[config.mk]
export PLATFORM = sky130hd
export DESIGN_NAME = irq_arbiter_flat
export DESIGN_NICKNAME = d
export VERILOG_FILES = /design/src/rtl/irq_arbiter_pkg.sv /design/src/rtl/irq_arbiter_if.sv /design/src/rtl/irq_arbiter_rr_pick.sv /design/src/rtl/irq_arbiter.sv /design/src/flat_wrapper.sv
export SDC_FILE = /design/constraint.sdc
export NUM_CORES = 1
export LEC_CHECK = 0
export ABC_CLOCK_PERIOD_IN_PS = 2500
export BUFFER_PORTS_ARGS = -buffer_cell sky130_fd_sc_hd__buf_2
export CORE_MARGIN = 8
export CORE_UTILIZATION = 48
export CTS_CLUSTER_DIAMETER = 200
export DETAILED_ROUTE_END_ITERATION = 8
export HOLD_SLACK_MARGIN = 0.06
export PLACE_DENSITY = 0.75
export SLEW_MARGIN = 20
export SYNTH_ARGS = -nofsm -noshare
export SYNTH_HDL_FRONTEND = slang
export SYNTH_SLANG_ARGS = --single-unit
[constraint.sdc]
create_clock -name clk -period 2.5 [get_ports clk]
set_input_delay 0.125 -clock clk [delete_from_list [all_inputs] [get_ports clk]]
set_output_delay 0.125 -clock clk [all_outputs]
set_load 0.02 [all_outputs]
[src/rtl/irq_arbiter_pkg.sv]
// Shared types and field widths for the interrupt arbiter and its generator link.
package irq_arbiter_pkg;
    localparam int VEC_W = 12;
    localparam int FNC_W = 8;
    localparam int IDX_W = 3;

    typedef enum logic [2:0] {
        ST_IDLE,
        ST_ISSUE,
        ST_ARMED,
        ST_WAIT,
        ST_DONE
    } state_t;
endpackage

[src/rtl/irq_arbiter_if.sv]
// Link between the arbiter (master) and the IRQ generator (slave).
interface irq_arbiter_if;
    import irq_arbiter_pkg::*;

    logic [VEC_W-1:0] irq_vec;
    logic [FNC_W-1:0] irq_fnc;
    logic             irq_trig;
    logic             irq_recv;
    logic             irq_ack;
    logic             irq_fail;

    modport master (
        output irq_vec, irq_fnc, irq_trig,
        input  irq_recv, irq_ack, irq_fail
    );

    modport slave (
        input  irq_vec, irq_fnc, irq_trig,
        output irq_recv, irq_ack, irq_fail
    );
endinterface

[src/rtl/irq_arbiter_rr_pick.sv]
// Combinational round-robin selector: first set pending bit at or after ptr_i, wrapping.
module rr_pick
    import irq_arbiter_pkg::*;
#(
    parameter int NUM_REQ = 4
) (
    input  logic [NUM_REQ-1:0] pending_i,
    input  logic [IDX_W-1:0]   ptr_i,
    output logic [IDX_W-1:0]   idx_o,
    output logic               any_o
);
    localparam logic [IDX_W:0] NUM_L = (IDX_W+1)'(NUM_REQ);

    logic [2*NUM_REQ-1:0] dbl;
    logic [NUM_REQ-1:0]   rot;
    logic [IDX_W-1:0]     off;
    logic [IDX_W:0]       sum;

    always_comb begin
        dbl = {pending_i, pending_i} >> ptr_i;
        rot = dbl[NUM_REQ-1:0];
        off = '0;
        // Descending scan so the smallest offset from the pointer wins.
        for (int k = NUM_REQ - 1; k >= 0; k--) begin
            if (rot[k]) off = IDX_W'(k);
        end
        sum = {1'b0, ptr_i} + {1'b0, off};
        if (sum >= NUM_L) sum = sum - NUM_L;
        idx_o = sum[IDX_W-1:0];
        any_o = |pending_i;
    end
endmodule

[src/rtl/irq_arbiter.sv]
// Round-robin interrupt arbiter: latches per-requester vec/fnc, issues one at a time to
// the IRQ generator with timeout and bounded retry, and reports each completion.
module irq_arbiter
    import irq_arbiter_pkg::*;
#(
    parameter int NUM_REQ   = 4,
    parameter int MAX_RETRY = 3,
    parameter int TIMEOUT   = 31
) (
    input  logic                     clk,
    input  logic                     rst,
    input  logic [NUM_REQ-1:0]       req_valid,
    input  logic [VEC_W*NUM_REQ-1:0] req_vec,
    input  logic [FNC_W*NUM_REQ-1:0] req_fnc,
    output logic [NUM_REQ-1:0]       req_ready,
    output logic                     done_valid,
    output logic [IDX_W-1:0]         done_id,
    output logic                     done_fail,
    irq_arbiter_if.master            gen
);
    localparam int RTY_W = (MAX_RETRY > 0) ? $clog2(MAX_RETRY + 1) : 1;
    localparam int TMO_W = $clog2(TIMEOUT + 1);

    state_t             state_q, state_d;
    logic [NUM_REQ-1:0] pending_q, pending_d;
    logic [IDX_W-1:0]   rr_ptr_q, rr_ptr_d;
    logic [IDX_W-1:0]   slot_q, slot_d;
    logic [RTY_W-1:0]   retry_q, retry_d;
    logic [TMO_W-1:0]   tmo_q, tmo_d;
    logic               fail_q, fail_d;
    logic [VEC_W-1:0]   irq_vec_q, irq_vec_d;
    logic [FNC_W-1:0]   irq_fnc_q, irq_fnc_d;

    logic [VEC_W-1:0]   vec_mem_q [NUM_REQ];
    logic [FNC_W-1:0]   fnc_mem_q [NUM_REQ];

    logic [NUM_REQ-1:0] accept;
    logic [IDX_W-1:0]   pick_idx;
    logic               pick_any;
    logic               attempt_fail;

    assign accept = req_valid & ~pending_q;

    rr_pick #(.NUM_REQ(NUM_REQ)) u_pick (
        .pending_i (pending_q),
        .ptr_i     (rr_ptr_q),
        .idx_o     (pick_idx),
        .any_o     (pick_any)
    );

    // Slot payload is only meaningful while pending, so it carries no reset.
    always_ff @(posedge clk) begin
        for (int i = 0; i < NUM_REQ; i++) begin
            if (accept[i]) begin
                vec_mem_q[i] <= req_vec[VEC_W*i +: VEC_W];
                fnc_mem_q[i] <= req_fnc[FNC_W*i +: FNC_W];
            end
        end
    end

    always_comb begin
        state_d      = state_q;
        pending_d    = pending_q | accept;
        rr_ptr_d     = rr_ptr_q;
        slot_d       = slot_q;
        retry_d      = retry_q;
        tmo_d        = tmo_q;
        fail_d       = fail_q;
        irq_vec_d    = irq_vec_q;
        irq_fnc_d    = irq_fnc_q;
        attempt_fail = 1'b0;

        case (state_q)
            ST_IDLE: begin
                if (pick_any) begin
                    slot_d = pick_idx;
                    for (int i = 0; i < NUM_REQ; i++) begin
                        if (pick_idx == IDX_W'(i)) begin
                            irq_vec_d = vec_mem_q[i];
                            irq_fnc_d = fnc_mem_q[i];
                        end
                    end
                    state_d = ST_ISSUE;
                end
            end
            ST_ISSUE: begin
                tmo_d   = '0;
                state_d = ST_ARMED;
            end
            ST_ARMED, ST_WAIT: begin
                tmo_d = tmo_q + TMO_W'(1);
                if (state_q == ST_ARMED && gen.irq_recv) begin
                    state_d = ST_WAIT;
                end
                // A resolved response takes precedence over a coincident timeout.
                if (state_q == ST_WAIT && !gen.irq_recv) begin
                    if (gen.irq_ack) begin
                        fail_d  = 1'b0;
                        state_d = ST_DONE;
                    end else begin
                        attempt_fail = 1'b1;
                    end
                end else if (tmo_q == TMO_W'(TIMEOUT - 1)) begin
                    attempt_fail = 1'b1;
                end
                if (attempt_fail) begin
                    if (retry_q < RTY_W'(MAX_RETRY)) begin
                        retry_d = retry_q + RTY_W'(1);
                        state_d = ST_ISSUE;
                    end else begin
                        fail_d  = 1'b1;
                        state_d = ST_DONE;
                    end
                end
            end
            ST_DONE: begin
                for (int i = 0; i < NUM_REQ; i++) begin
                    if (slot_q == IDX_W'(i)) pending_d[i] = 1'b0;
                end
                retry_d  = '0;
                rr_ptr_d = (slot_q == IDX_W'(NUM_REQ - 1)) ? '0 : slot_q + IDX_W'(1);
                state_d  = ST_IDLE;
            end
            default: state_d = ST_IDLE;
        endcase
    end

    always_ff @(posedge clk or posedge rst) begin
        if (rst) begin
            state_q   <= ST_IDLE;
            pending_q <= '0;
            rr_ptr_q  <= '0;
            slot_q    <= '0;
            retry_q   <= '0;
            tmo_q     <= '0;
            fail_q    <= 1'b0;
            irq_vec_q <= '0;
            irq_fnc_q <= '0;
        end else begin
            state_q   <= state_d;
            pending_q <= pending_d;
            rr_ptr_q  <= rr_ptr_d;
            slot_q    <= slot_d;
            retry_q   <= retry_d;
            tmo_q     <= tmo_d;
            fail_q    <= fail_d;
            irq_vec_q <= irq_vec_d;
            irq_fnc_q <= irq_fnc_d;
        end
    end

    assign req_ready    = ~pending_q;
    assign done_valid   = (state_q == ST_DONE);
    assign done_fail    = done_valid & fail_q;
    assign done_id      = done_valid ? slot_q : '0;
    assign gen.irq_trig = (state_q == ST_ISSUE);
    assign gen.irq_vec  = irq_vec_q;
    assign gen.irq_fnc  = irq_fnc_q;
endmodule

[src/flat_wrapper.sv]
// flat-port wrapper written by rule: the top's interface ports become plain ports
module irq_arbiter_flat import irq_arbiter_pkg::*;
#(
    parameter int NUM_REQ   = 4,
    parameter int MAX_RETRY = 3,
    parameter int TIMEOUT   = 31
)
  (clk, rst, req_valid, req_vec, req_fnc, req_ready, done_valid, done_id, done_fail, gen_irq_vec, gen_irq_fnc, gen_irq_trig, gen_irq_recv, gen_irq_ack, gen_irq_fail);
  irq_arbiter_if gen_i ();
  input  logic clk;
  input  logic rst;
  input  logic [NUM_REQ-1:0] req_valid;
  input  logic [VEC_W*NUM_REQ-1:0] req_vec;
  input  logic [FNC_W*NUM_REQ-1:0] req_fnc;
  output logic [NUM_REQ-1:0] req_ready;
  output logic done_valid;
  output logic [IDX_W-1:0] done_id;
  output logic done_fail;
  output wire logic [$bits(gen_i.irq_vec)-1:0] gen_irq_vec;
  output wire logic [$bits(gen_i.irq_fnc)-1:0] gen_irq_fnc;
  output wire logic [$bits(gen_i.irq_trig)-1:0] gen_irq_trig;
  input wire logic [$bits(gen_i.irq_recv)-1:0] gen_irq_recv;
  input wire logic [$bits(gen_i.irq_ack)-1:0] gen_irq_ack;
  input wire logic [$bits(gen_i.irq_fail)-1:0] gen_irq_fail;
  assign gen_irq_vec = gen_i.irq_vec;
  assign gen_irq_fnc = gen_i.irq_fnc;
  assign gen_irq_trig = gen_i.irq_trig;
  assign gen_i.irq_recv = gen_irq_recv;
  assign gen_i.irq_ack = gen_irq_ack;
  assign gen_i.irq_fail = gen_irq_fail;
  irq_arbiter #(.NUM_REQ(NUM_REQ), .MAX_RETRY(MAX_RETRY), .TIMEOUT(TIMEOUT)) u_core (.clk(clk), .rst(rst), .req_valid(req_valid), .req_vec(req_vec), .req_fnc(req_fnc), .req_ready(req_ready), .done_valid(done_valid), .done_id(done_id), .done_fail(done_fail), .gen(gen_i));
endmodule
; ---- Word level (Yosys, flattened, before mapping)
; Memories as Yosys holds them, arrays and structs flattened.
; Cells that the tools add are included.
[totals]
mem_bits_ro = 0
output_inout_bits = 30
mem_count = 2
reg_bits = 41
latchBits = 0
ram_bits = 80
in_bits = 89
[memory_table]
columns = memory, depth, word_bits, read_ports, rd_ports_with_merged_regs, wr, line_no
row1 = u_core.vec_mem_q, 4, 12, 4, 0, 4, irq_arbiter.sv:34  ; logic [VEC_W-1:0] vec_mem_q [NUM_REQ];
row2 = u_core.fnc_mem_q, 4, 8, 4, 0, 4, irq_arbiter.sv:35  ; logic [FNC_W-1:0] fnc_mem_q [NUM_REQ];
[classes]
multipliers = 0
addsub = 5
div_mod_pow = 0
bitwise = 4
n_shift = 1
eq_ne = 14
n_mux = 47
order_cmp = 2
n_reduce_logical = 14
[op_table]
columns = operator, n
row1 = $mux W12, 4
row2 = $mux W3, 12
row3 = $mux W8, 4
row4 = $mux W1, 20
row5 = $eq A3 B2 Y1 const B, 6
row6 = $pmux W5 S2, 1
row7 = $eq A3 B1 Y1 const B, 3
row8 = $logic_not A3 Y1, 3
row9 = $pmux W3 S3, 1
row10 = $shr A8 B3 Y4, 1
row11 = $mux W2, 3
row12 = $ne A2 B1 Y1 const B, 3
row13 = $reduce_and A3 Y1, 2
row14 = $add A5 B1 Y5 const B, 1
row15 = $eq A5 B5 Y1 const B, 1
row16 = $add A3 B3 Y4, 1
row17 = $and A4 B4 Y4, 1
row18 = $ge A4 B3 Y1 const B, 1
row19 = $mux W4, 1
row20 = $not A4 Y4, 1
row21 = $or A4 B4 Y4, 1
row22 = $pmux W2 S2, 1
row23 = $reduce_bool A2 Y1, 2
row24 = $reduce_bool A4 Y1, 1
row25 = 11 further kinds, 12

; ---- Depth between registers and ports, before layout
; Gate-level depths: netlist of the first run.
[logic_depth]
word_depth = 13
ltp_mapped = 12

; ---- Hierarchy
; Synthesis of the first run repeated with hierarchy kept, for this count alone.
[hier_totals]
cells_unflattened = 293
area_unflattened_um2 = 5041.1
[by_module_without_submodules]
columns = mod, area_each_um2, cells_each, instances
row1 = irq_arbiter, 4819.6, 270, 1
row2 = rr_pick, 221.5, 23, 1

; ---- Worst setup path after synthesis of the first run
; OpenSTA, ideal clock, no wires.
[synth_path]
path_type = flip-flop to flip-flop
startpoint = register u_core.rr_ptr_q[0]
endpoint = register u_core.irq_fnc_q[0] (netlist: u_core.gen.irq_fnc[0])
required_time_ns = 2.426
stages_incl_launch_ff = 13
setup_time_ns = 0.074
t_arrival_ns = 2.580
path_slack_ns = -0.155
cell_sequence = dfrtp_1 clkbuf_1 nor2b_1 a211o_1 a21oi_1 a21o_1 ha_1 fa_1 nor2b_1 o21ai_0 clkbuf_1 o221ai_1 o21ai_2
[synth_via]
elab_chain_cells = 12
word_cells_on_any_way = 18
classes_between = add/sub: 2 / order compare: 1 / eq/ne: 3 / shift: 1 / mux: 8 / reduce/logical: 3
[synth_rtl]
columns = item, line_no
row1 = from (decl), irq_arbiter.sv:26  ; logic [IDX_W-1:0] rr_ptr_q, rr_ptr_d;
row2 = from (signal assigned), irq_arbiter.sv:142  ; rr_ptr_q <= rr_ptr_d;
row3 = $shr A8 B3 Y4, irq_arbiter_rr_pick.sv:20  ; dbl = {pending_i, pending_i} >> ptr_i;
row4 = $mux W2, irq_arbiter_rr_pick.sv:25  ; if (rot[k]) off = IDX_W'(k);
row5 = $mux W3 (3 in series), irq_arbiter_rr_pick.sv:25
row6 = $add A3 B3 Y4 (*), irq_arbiter_rr_pick.sv:27  ; sum = {1'b0, ptr_i} + {1'b0, off};
row7 = $ge A4 B3 Y1 or $sub A3 B3 Y3 (tied branches), irq_arbiter_rr_pick.sv:28  ; if (sum >= NUM_L) sum = sum - NUM_L;
row8 = $mux W3 (*), irq_arbiter_rr_pick.sv:28
row9 = net u_core.pick_idx[1], irq_arbiter.sv:38  ; logic [IDX_W-1:0] pick_idx;
row10 = $eq A3 B1 Y1, irq_arbiter.sv:78  ; if (pick_idx == IDX_W'(i)) begin
row11 = $mux W8 (3 in series), irq_arbiter.sv:78
row12 = to (signal assigned), irq_arbiter.sv:148  ; irq_fnc_q <= irq_fnc_d;
row13 = to (decl), irq_arbiter.sv:32  ; logic [FNC_W-1:0] irq_fnc_q, irq_fnc_d;
; The timed path passes the listed nets; every way through them passes the cells marked *.
; A chain may end at the register's enable or synchronous reset.

; ---- Final worst setup path of the first run
[layout_path]
startpoint = register u_core.rr_ptr_q[0]
endpoint = register u_core.irq_vec_q[6] (netlist: u_core.gen.irq_vec[6])
[layout_via]
elab_chain_cells = 12
word_cells_on_any_way = 18
classes_between = add/sub: 2 / order compare: 1 / eq/ne: 3 / shift: 1 / mux: 8 / reduce/logical: 3
[layout_rtl]
columns = item, line_no
row1 = $shr A8 B3 Y4, irq_arbiter_rr_pick.sv:20
row2 = $mux W2, irq_arbiter_rr_pick.sv:25
row3 = $mux W3 (3 in series), irq_arbiter_rr_pick.sv:25
row4 = $add A3 B3 Y4 (*), irq_arbiter_rr_pick.sv:27
row5 = $ge A4 B3 Y1 or $sub A3 B3 Y3 (tied branches), irq_arbiter_rr_pick.sv:28
row6 = $mux W3 (*), irq_arbiter_rr_pick.sv:28
row7 = net u_core.pick_idx[1], irq_arbiter.sv:38
row8 = $eq A3 B1 Y1, irq_arbiter.sv:78
row9 = $mux W12 (3 in series), irq_arbiter.sv:78
row10 = to (signal assigned), irq_arbiter.sv:147  ; irq_vec_q <= irq_vec_d;
row11 = to (decl), irq_arbiter.sv:31  ; logic [VEC_W-1:0] irq_vec_q, irq_vec_d;
; Marks and branches as above.

==> results.toml, run 1 <==
[placed_design]
port_buffers = 117
hpwl_mm = 8.31
gp_congestion = 0.793
placedCellCount = 611
place_area_um2 = 5890
pre_cts_slack_ns = -0.170

[status]
status = "complete, but fails checks"
violations = "setup timing"

[setup_path]
start_kind = "flip-flop"
rrSetupSlack_ns = -0.15
cp_data_arrival_time_ns = 3.09
slowest_stage = "dfrtp_2"
crit_chain = "buf_4 -> a211o_1 -> a21oi_2 -> a21o_1 -> ha_4 -> fa_2 -> nor2b_4 -> o21ai_4 -> clkbuf_16 -> o221ai_4 -> o21ai_2"
rr_endpoint = "u_core.gen.irq_vec[6]"
worstReg2RegStart = "u_core.rr_ptr_q[0]"
critical_path_class = "flip-flop to flip-flop"
cp_max_fo = 6
cp-end-kind = "flip-flop"
cpPeakStageDelay_ns = 0.47
cp.required_ns = 2.94
worstRegToRegCells = 11

[pwr]
power.density_nw_per_um2 = 1110
p_total_w = 0.00869
p_leak_nw = 3.35
ir_drop_mv = 0.586

[cts]
clk_path_buf_depth = 2
clk_latency_ns = 0.52
clkTransAtPathRegs_ns = 0.06
cts_sinks = 121
cts.root.buffer_cell = "clkbuf_8"
cts_buffers = 17
htree_levels = 4
cts_tree = "built"

[floorplanning]
dieArea_um2 = 14000
die_w_um = 118
fp.dieH_um = 118
ioPinCount = 119
core_um2 = 10300
start_util_pct = 49.0
num_rows = 37

[flow_run]
maxCapViolCount = 0

[grt]
grt_usage_pct = 21.8
grt_pass1_wl_mm = 23.7
antenna_found_initial = 0
grt_max_degree = 42
grt_pass1_vias = 4517
overflow = 0

[sta]
worst_slack_ns = -0.153
slew_headroom_pct = 39.4
tightest_slew_ns = 0.908
timing.fmax_mhz = 377
rsz0062_at_grt = "yes"
timing.final.crit_share_pct = 106
slew_violations = 0
finalSetupTns_ns = -2.53
setup_viol = 20
finalHoldViolCount = 0
fin_crit_ns = 2.65
fin_skew_ns = 0.00691

[yosys]
ys_seq_area_share_pct = 68.1
yosys_register_bits = 121
synth_nets = 452
synthCells = 353
syn_avg_cell_area_um2 = 14.3
yosys.cell_types.count = 40
synth_edf_count = 80
synth_top_area_share_pct = 47.7
async_flop_share_pct = 33.9
synthTopCellsByArea = "edfxtp_1 (48%), dfrtp_1 (20%), a211o_1 (3.7%)"
yosys_warnings = 0
yosys_most_used_dff = "edfxtp_1"
netlist.top_cell.by_area = "edfxtp_1"
syn-cell-area_um2 = 5030

[route]
drt_iter0_markers = 279
wl_mm = 16.1
routed-wl-met3_mm = 1.06
drc = 0
vias = 4081
wl_met2_mm = 8.84
met1_length_mm = 5.78
wl_per_cell_um = 21.7
firstDrtPassIters = 5
drt-vias-per-instance = 5.51
ant_nets = 0
top_layer = "met4"

[hold_path]
min_path_type = "primary input to flip-flop"
min_path_cells = 2
min_from = "req_vec[47]"
min_to = "u_core.vec_mem_q[3][11]"

[cells_and_area]
drive_above_1_share_pct = 41.0
final_common_cell = "buf_2"
syn_to_final_growth_pct = 56.2
instances_no_fill = 741
antenna_cells = 0
layout_common_cells = "buf_2 (117), dlygate4sd3_1 (88), edfxtp_1 (80)"
fin_area_um2 = 7860
num-nets-final = 691
## where the power goes
part           switching, W  internal (W)  leakage (nW)
logic               0.00189       0.00158          1.83
registers          0.000265       0.00245          1.22
clock network      0.000953       0.00155         0.295
total               0.00311       0.00558          3.35
## flip-flops by register name, indices dropped and copies added (netlist names)
| signal | count |
|---|---|
| u_core.vec_mem_q | 48 |
| u_core.gen.irq_vec | 12 |
| u_core.pending_q | 4 |
| u_core.retry_q | 2 |
| u_core.rr_ptr_q | 3 |
| u_core.tmo_q | 5 |
| u_core.gen.irq_fnc | 8 |
| u_core.slot_q | 3 |
| u_core.fnc_mem_q | 32 |
| u_core.state_q | 3 |
| u_core.fail_q | 1 |
## worst max path at each step
stage / startpoint / endpoint / slack, ns
final: u_core.rr_ptr_q[0] / u_core.gen.irq_vec[6] / -0.15
after floorplan: u_core.rr_ptr_q[0] / u_core.gen.irq_fnc[0] / 0.002
after detailed placement: u_core.rr_ptr_q[0] / u_core.gen.irq_fnc[5] / -0.17
after CTS: u_core.rr_ptr_q[0] / u_core.gen.irq_fnc[2] / -0.07
after global routing: u_core.rr_ptr_q[0] / u_core.gen.irq_vec[1] / -0.22
after global placement: u_core.rr_ptr_q[0] / u_core.gen.irq_fnc[5] / -0.08
## cells by family (layout without fill, tap and decap cells)
kind of cell,Yosys count,after routing,share of synthesized area (%)
mux,8,8,1.67
compound gates,93,93,14.9
buf+inv,30,282,3.23
fa+ha+maj,10,10,2.63
simple gates,91,91,9.49
flops,121,121,68.1
## synthesized netlist by cell type, types with 2 or more instances
cell / n
a22o_1: 2
buf_8: 4
nand4_1: 3
o21ai_0: 7
and3_1: 2
a211o_1: 21
nor3_1: 2
nand2_1: 29
nand3b_1: 2
inv_1: 14
and2b_1: 2
o21ai_2: 20
ha_1: 9
mux2_2: 3
a31oi_1: 2
a21oi_1: 10
o31ai_1: 3
dfrtp_1: 41
nor2b_1: 28
o221ai_1: 20
nand2b_1: 3
clkbuf_1: 8
nor2_1: 11
edfxtp_1: 80
buf_2: 4
nand2_2: 3
nand3_1: 2
mux2i_1: 5
a21o_1: 2
## per-stage QoR
| stage | util (%) | hold WS [ns] |
|---|---|---|
| after floorplan | - | 0.222 |
| after global placement | 57.3 | 0.302 |
| after detailed placement | 57.3 | 0.303 |
| after CTS | 74.0 | 0.295 |
| after global routing | 76.5 | 0.307 |
| final | 76.5 | 0.316 |
## area by class of cell
cell class | count | area [um^2]
clock buffer | 18 | 418
clock inverter | 14 | 186
fill | 585 | 2410
inverter | 14 | 52.6
multi-input combinational | 202 | 1780
sequential | 121 | 3430
tap | 136 | 170
timing repair buffer | 236 | 1820
## worst max-delay path: cells and delay by family (launching register included)
family	cells	cell delay, ns
and+or+nand+nor	1	0.15
AOI/OAI and AO/OA	6	0.94
buffers and inverters	2	0.40
DFF	1	0.47
adders and majority gates	2	0.61
## metal layers
metal | up-vias | global-route usage, %
li1 | 1825 | -
met4 | 0 | 9.33
met2 | 197 | 41.2
met1 | 2025 | 22.0
met3 | 34 | 6.00
met5 | - | 0
## repair_timing
action	in CTS	in global routing
setup endpoints to repair	20	21
endpoints found under the hold margin	128	0
cloned	2	2
gates resized for setup	34	25
setup buffers	3	3
pin swaps	2	8
hold buffers	88	0
(Power assumes the default switching activity.)
==> inputs of run 2 (changes only) <==
--- a/config.mk
+++ b/config.mk
@@ -5,10 +5,10 @@
 export SDC_FILE = /design/constraint.sdc
 export NUM_CORES = 1
 export LEC_CHECK = 0
-export ABC_CLOCK_PERIOD_IN_PS = 2500
+export ABC_CLOCK_PERIOD_IN_PS = 2950
 export BUFFER_PORTS_ARGS = -buffer_cell sky130_fd_sc_hd__buf_2
 export CORE_MARGIN = 8
-export CORE_UTILIZATION = 48
+export CORE_UTILIZATION = 50
 export CTS_CLUSTER_DIAMETER = 200
 export DETAILED_ROUTE_END_ITERATION = 8
 export HOLD_SLACK_MARGIN = 0.06
==> constraint.sdc (replaced) <==
create_clock -name clk -period 2.95 [get_ports clk]
set_input_delay 0.1475 -clock clk [delete_from_list [all_inputs] [get_ports clk]]
set_output_delay 0.1475 -clock clk [all_outputs]
set_load 0.02 [all_outputs]
==> results.toml, run 2 (synthesized netlist as in run 1, its figures left out) <==
[setup_path]
rrSetupSlack_ns = 0.07
critical_path_class = "flip-flop to flip-flop"
cp_data_arrival_time_ns = 3.27
crit_chain = "nor2b_1 -> a211o_1 -> a21oi_1 -> a21o_1 -> ha_1 -> fa_1 -> nor2b_2 -> o21ai_2 -> o221ai_1 -> o21ai_2"
start_kind = "flip-flop"
cp-end-kind = "flip-flop"
slowest_stage = "fa_1"
cpPeakStageDelay_ns = 0.57
cp_max_fo = 11
crit_top_cell = "o21ai_2"
cp.required_ns = 3.34

[pwr]
ir_drop_mv = 0.446
power.density_nw_per_um2 = 893
p_leak_nw = 3.15

[cts]
cts_sinks = 121
clkTransAtPathRegs_ns = 0.05
clk_latency_ns = 0.51
cts_tree = "built"
post_cts_buffers = 0
clk_path_buf_depth = 2
htree_levels = 4
cts_buffers = 17
cts.root.buffer_cell = "clkbuf_8"

[cells_and_area]
syn_to_final_growth_pct = 44.5
seqCellArea_um2 = 3430
largest_register_ffs = 48
n_fill_cell = 643
multi_input_area_um2 = 1480
fin_area_um2 = 7270
final_common_cell = "buf_2"
antenna_cells = 0
layout_common_cells = "buf_2 (117), dlygate4sd3_1 (87), edfxtp_1 (80)"
num-nets-final = 672
regMostFlops = "u_core.vec_mem_q"
drive_above_1_share_pct = 32.5

[route]
drt_iter0_markers = 235
wl_per_cell_um = 18.9
ant_nets = 0
drt-vias-per-instance = 5.25
wl_mm = 13.6
vias = 3772
drc = 0
firstDrtPassIters = 4

[floorplanning]
num_rows = 36
dieArea_um2 = 13500
core_um2 = 9770
ioPinCount = 119
start_util_pct = 51.5
fp.dieH_um = 116
die_w_um = 116

[placed_design]
pre_cts_slack_ns = -0.0292
hpwl_mm = 8.00
place_area_um2 = 5800
gp_congestion = 0.825
port_buffers = 117

[sta]
slew_violations = 0
timing.fmax_mhz = 347
timing.final.crit_share_pct = 97.6
holdWs_ns = 0.0925
worst_slack_ns = 0.0697
slew_headroom_pct = 39.1
setup_viol = 0
rsz0062_at_grt = "yes"
finalHoldViolCount = 0
fin_skew_ns = 0.0132
tightest_slew_ns = 0.913
finalSetupTns_ns = 0
fin_crit_ns = 2.88

[grt]
grt_usage_pct = 21.3
overflow = 0
antenna_found_initial = 0
grt_max_degree = 42
grt_pass1_vias = 4184
grt_pass1_wl_mm = 21.4

[status]
status = "finished clean"

[hold_path]
min_path_type = "primary input to flip-flop"

[flow_run]
maxCapViolCount = 0
==> run 2: power breakdown <==
group	internal [W]	switching [W]	total, W
sequential	0.00207	0.000215	0.00229
clock	0.00135	0.000677	0.00202
combinational	0.000926	0.00126	0.00219
==> run 2: cell type report <==
| cell class | instances | area share [%] |
|---|---|---|
| Sequential cell | 121 | 47.1 |
| Tap cell | 133 | 2.29 |
| Clock inverter | 12 | 2.15 |
| Inverter | 14 | 0.722 |
| Multi-Input combinational cell | 203 | 20.3 |
| Clock buffer | 19 | 5.80 |
| Timing Repair Buffer | 216 | 21.6 |
==> run 2: worst paths after layout <==
path	depth (start not counted)	startpoint	to
max in group asynchronous	3	rst	u_core.gen.irq_vec[0]
worst min-delay path	4	gen_irq_recv	u_core.state_q[0]
min in group asynchronous	3	rst	u_core.tmo_q[3]
worst min register to register	2	u_core.gen.irq_fnc[1]	u_core.gen.irq_fnc[1]
worst max-delay path	10	u_core.rr_ptr_q[0]	u_core.gen.irq_vec[10]
worst max register to register	10	u_core.rr_ptr_q[0]	u_core.gen.irq_vec[10]
==> run 2: what timing repair did <==
item / CTS / global route
hold buffers: 87 / 0
setup endpoints to repair: 15 / 17
hold endpoints to repair: 127 / 0
gates resized for setup: 1 / 2
gates cloned: 0 / 1
==> run 2: critical path: cells and delay by family, from the launching register on <==
family	cells	cell delay, ns
compound gates	6	0.97
fa+ha+maj	2	0.78
flops	1	0.49
simple gates	2	0.53
==> run 2: metrics by stage <==
stage	utilization, %	cells	power (W)
floorplan	-	353	0.00381
global placement	59.4	599	0.00427
detailed placement	59.4	599	0.00435
CTS	74.3	717	0.00650
global route	74.4	718	0.00684
finish	74.4	718	0.00650
==> run 2: per-layer routing <==
layer  routed length [um]  share of wire (%)  vias to the layer above  GRT usage (%)
met5                    0                  0                        -              0
met4                  178                1.3                        0           8.64
met3                  917                6.7                       14           5.95
met2                 7500                 55                      133           38.9
met1                 5010                 37                     1843           22.6
li1                     -                  -                     1782              -
==> inputs of run 3 (changes only) <==
--- a/config.mk
+++ b/config.mk
@@ -7,12 +7,14 @@
 export LEC_CHECK = 0
 export ABC_CLOCK_PERIOD_IN_PS = 2950
 export BUFFER_PORTS_ARGS = -buffer_cell sky130_fd_sc_hd__buf_2
+export CELL_PAD_IN_SITES_DETAIL_PLACEMENT = 0
+export CELL_PAD_IN_SITES_GLOBAL_PLACEMENT = 2
 export CORE_MARGIN = 8
-export CORE_UTILIZATION = 50
+export CORE_UTILIZATION = 36
 export CTS_CLUSTER_DIAMETER = 200
 export DETAILED_ROUTE_END_ITERATION = 8
 export HOLD_SLACK_MARGIN = 0.06
-export PLACE_DENSITY = 0.75
+export PLACE_DENSITY_LB_ADDON = 0.1
 export SLEW_MARGIN = 20
 export SYNTH_ARGS = -nofsm -noshare
 export SYNTH_HDL_FRONTEND = slang
==> results.toml, run 3 (synthesized netlist as in run 1, its figures left out) <==
[status]
status = "finished clean"

[cts]
cts_tree = "built"
cts.root.buffer_cell = "clkbuf_16"
clk_latency_ns = 0.41
clk_path_buf_depth = 2
post_cts_buffers = 0
cts_buffers = 17
cts_sinks = 121
htree_levels = 4
clkTransAtPathRegs_ns = 0.05

[pwr]
p_int_w = 0.00442
swShare_pct = 33.0
ir_drop_mv = 0.482
power.density_nw_per_um2 = 892
seq_power_share_pct = 34.5
p_sw_w = 0.00218
pwr-share-clk_pct = 32.2
power_frac_comb_pct = 33.2
p_leak_nw = 3.18

[placed_design]
gp_congestion = 0.785
hpwl_mm = 8.46
place_area_um2 = 5880
placedCellCount = 650
port_buffers = 117
pre_cts_slack_ns = -0.0247

[sta]
fin_skew_ns = 0.00447
worst_slack_ns = 0.147
fin_crit_ns = 2.80
finalHoldViolCount = 0
timing.final.crit_share_pct = 95.0
slew_headroom_pct = 37.6
timing.fmax_mhz = 357
slew_violations = 0
setup_viol = 0
tightest_slew_ns = 0.935

[grt]
grt_usage_pct = 15.8
grt_pass1_vias = 3979
grt_pass1_wl_mm = 21.5
grt_max_degree = 42
overflow = 0
antenna_found_initial = 0

[floorplanning]
fp.dieH_um = 134
die_w_um = 134
num_rows = 43
start_util_pct = 36.6
ioPinCount = 119
dieArea_um2 = 18000
core_um2 = 13800

[setup_path]
endpoint = "u_core.gen.irq_vec[3]"
cp_max_fo = 20
cp_data_arrival_time_ns = 3.09
worst-path-stages = 9
crit_chain = "buf_4 -> a41o_1 -> a21o_1 -> ha_1 -> fa_1 -> nor2b_1 -> o21ai_4 -> o221ai_1 -> o21ai_2"
worstRegToRegCells = 9
cp_num_buf_inv = 1
rr_endpoint = "u_core.gen.irq_vec[3]"
cp.required_ns = 3.24
cpPeakStageDelay_ns = 0.57
slowest_stage = "fa_1"
cp_top_family = "compound AO/OA/AOI/OAI gates"
rrSetupSlack_ns = 0.15
start_kind = "flip-flop"
worstReg2RegStart = "u_core.rr_ptr_q[0]"
cp-end-kind = "flip-flop"
critical_path_class = "flip-flop to flip-flop"
critPathLaunch = "u_core.rr_ptr_q[0]"

[route]
wl_per_cell_um = 17.4
drt-vias-per-instance = 4.79
drt_iter0_markers = 224
ant_nets = 0
firstDrtPassIters = 4
drc = 0
vias = 3685
wl_mm = 13.4

[cells_and_area]
antenna_cells = 0
drive_above_1_share_pct = 33.4
fin_area_um2 = 7390
final_util_pct = 53.7
n_fill_cell = 1216
layout_common_cells = "buf_2 (117), dlygate4sd3_1 (87), edfxtp_1 (80)"
regMostFlops = "u_core.vec_mem_q"
seqCellArea_um2 = 3430
largest_register_ffs = 48
num-nets-final = 675
instances_no_fill = 769
final_common_cell = "buf_2"
multi_input_area_um2 = 1480
syn_to_final_growth_pct = 46.8

[flow_run]
maxCapViolCount = 0

[hold_path]
min_path_type = "primary input to flip-flop"
min_path_cells = 4
## run 3: cell count changes in the layout (fill, tap and decap cells not counted), sizes merged
cell    change
buf         +4
o21ai       -1
clkbuf      -1
inv         +2
## run 3: final cells by class
cell class	instances	area share, %
Clock inverter	14	2.40
Sequential cell	121	46.4
Multi-Input combinational cell	202	20.0
Tap cell	180	3.05
Inverter	14	0.711
Timing Repair Buffer	220	21.7
Clock buffer	18	5.81
## run 3: per-layer routing
metal | wire [um] | global-route usage [%] | share of wire, %
met3 | 666 | 5.42 | 5.0
met1 | 5510 | 18.0 | 41
met2 | 6980 | 26.6 | 52
met5 | 0 | 0 | 0
met4 | 226 | 6.18 | 1.7
## run 3: through the flow
stage / TNS, ns / hold WS, ns / total power, W
after floorplan: 0 / 0.245 / 0.00381
after global placement: 0 / 0.325 / 0.00436
after detailed placement: -0.0942 / 0.326 / 0.00440
after CTS: 0 / 0.140 / 0.00665
after global routing: -0.00901 / 0.165 / 0.00702
final: 0 / 0.160 / 0.00659
## run 3: worst min-delay path by stage
| stage | start | to | slack (ns) |
|---|---|---|---|
| 5_1_grt | gen_irq_recv | u_core.state_q[0] | 0.16 |
| 3_3_place_gp | req_fnc[3] | u_core.fnc_mem_q[0][3] | 0.33 |
| 2_1_floorplan | gen_irq_ack | u_core.fail_q | 0.24 |
| 3_5_place_dp | req_vec[8] | u_core.vec_mem_q[0][8] | 0.33 |
| 4_1_cts | gen_irq_recv | u_core.state_q[0] | 0.14 |
| 6_report | gen_irq_recv | u_core.state_q[0] | 0.16 |
## run 3: power groups by stage
stage,combinational [W],sequential (W),clock (W)
after CTS,0.00221,0.00228,0.00217
after global placement,0.00206,0.00230,0
after global routing,0.00244,0.00232,0.00226
after detailed placement,0.00209,0.00231,0
final,0.00219,0.00228,0.00213
after floorplan,0.00140,0.00241,0
## run 3: worst register-to-register path: stages (launching register included)
cell and delay (ns):
dfrtp_2 0.46, buf_4 0.17, a41o_1 0.23, a21o_1 0.18, ha_1 0.21, fa_1 0.57
nor2b_1 0.24, o21ai_4 0.25, o221ai_1 0.31, o21ai_2 0.07
## run 3: what timing repair did
item | CTS | global route
endpoints found under the hold margin | 126 | 0
setup endpoints to repair | 20 | 20
resized for setup | 1 | 7
hold buffers | 87 | 0
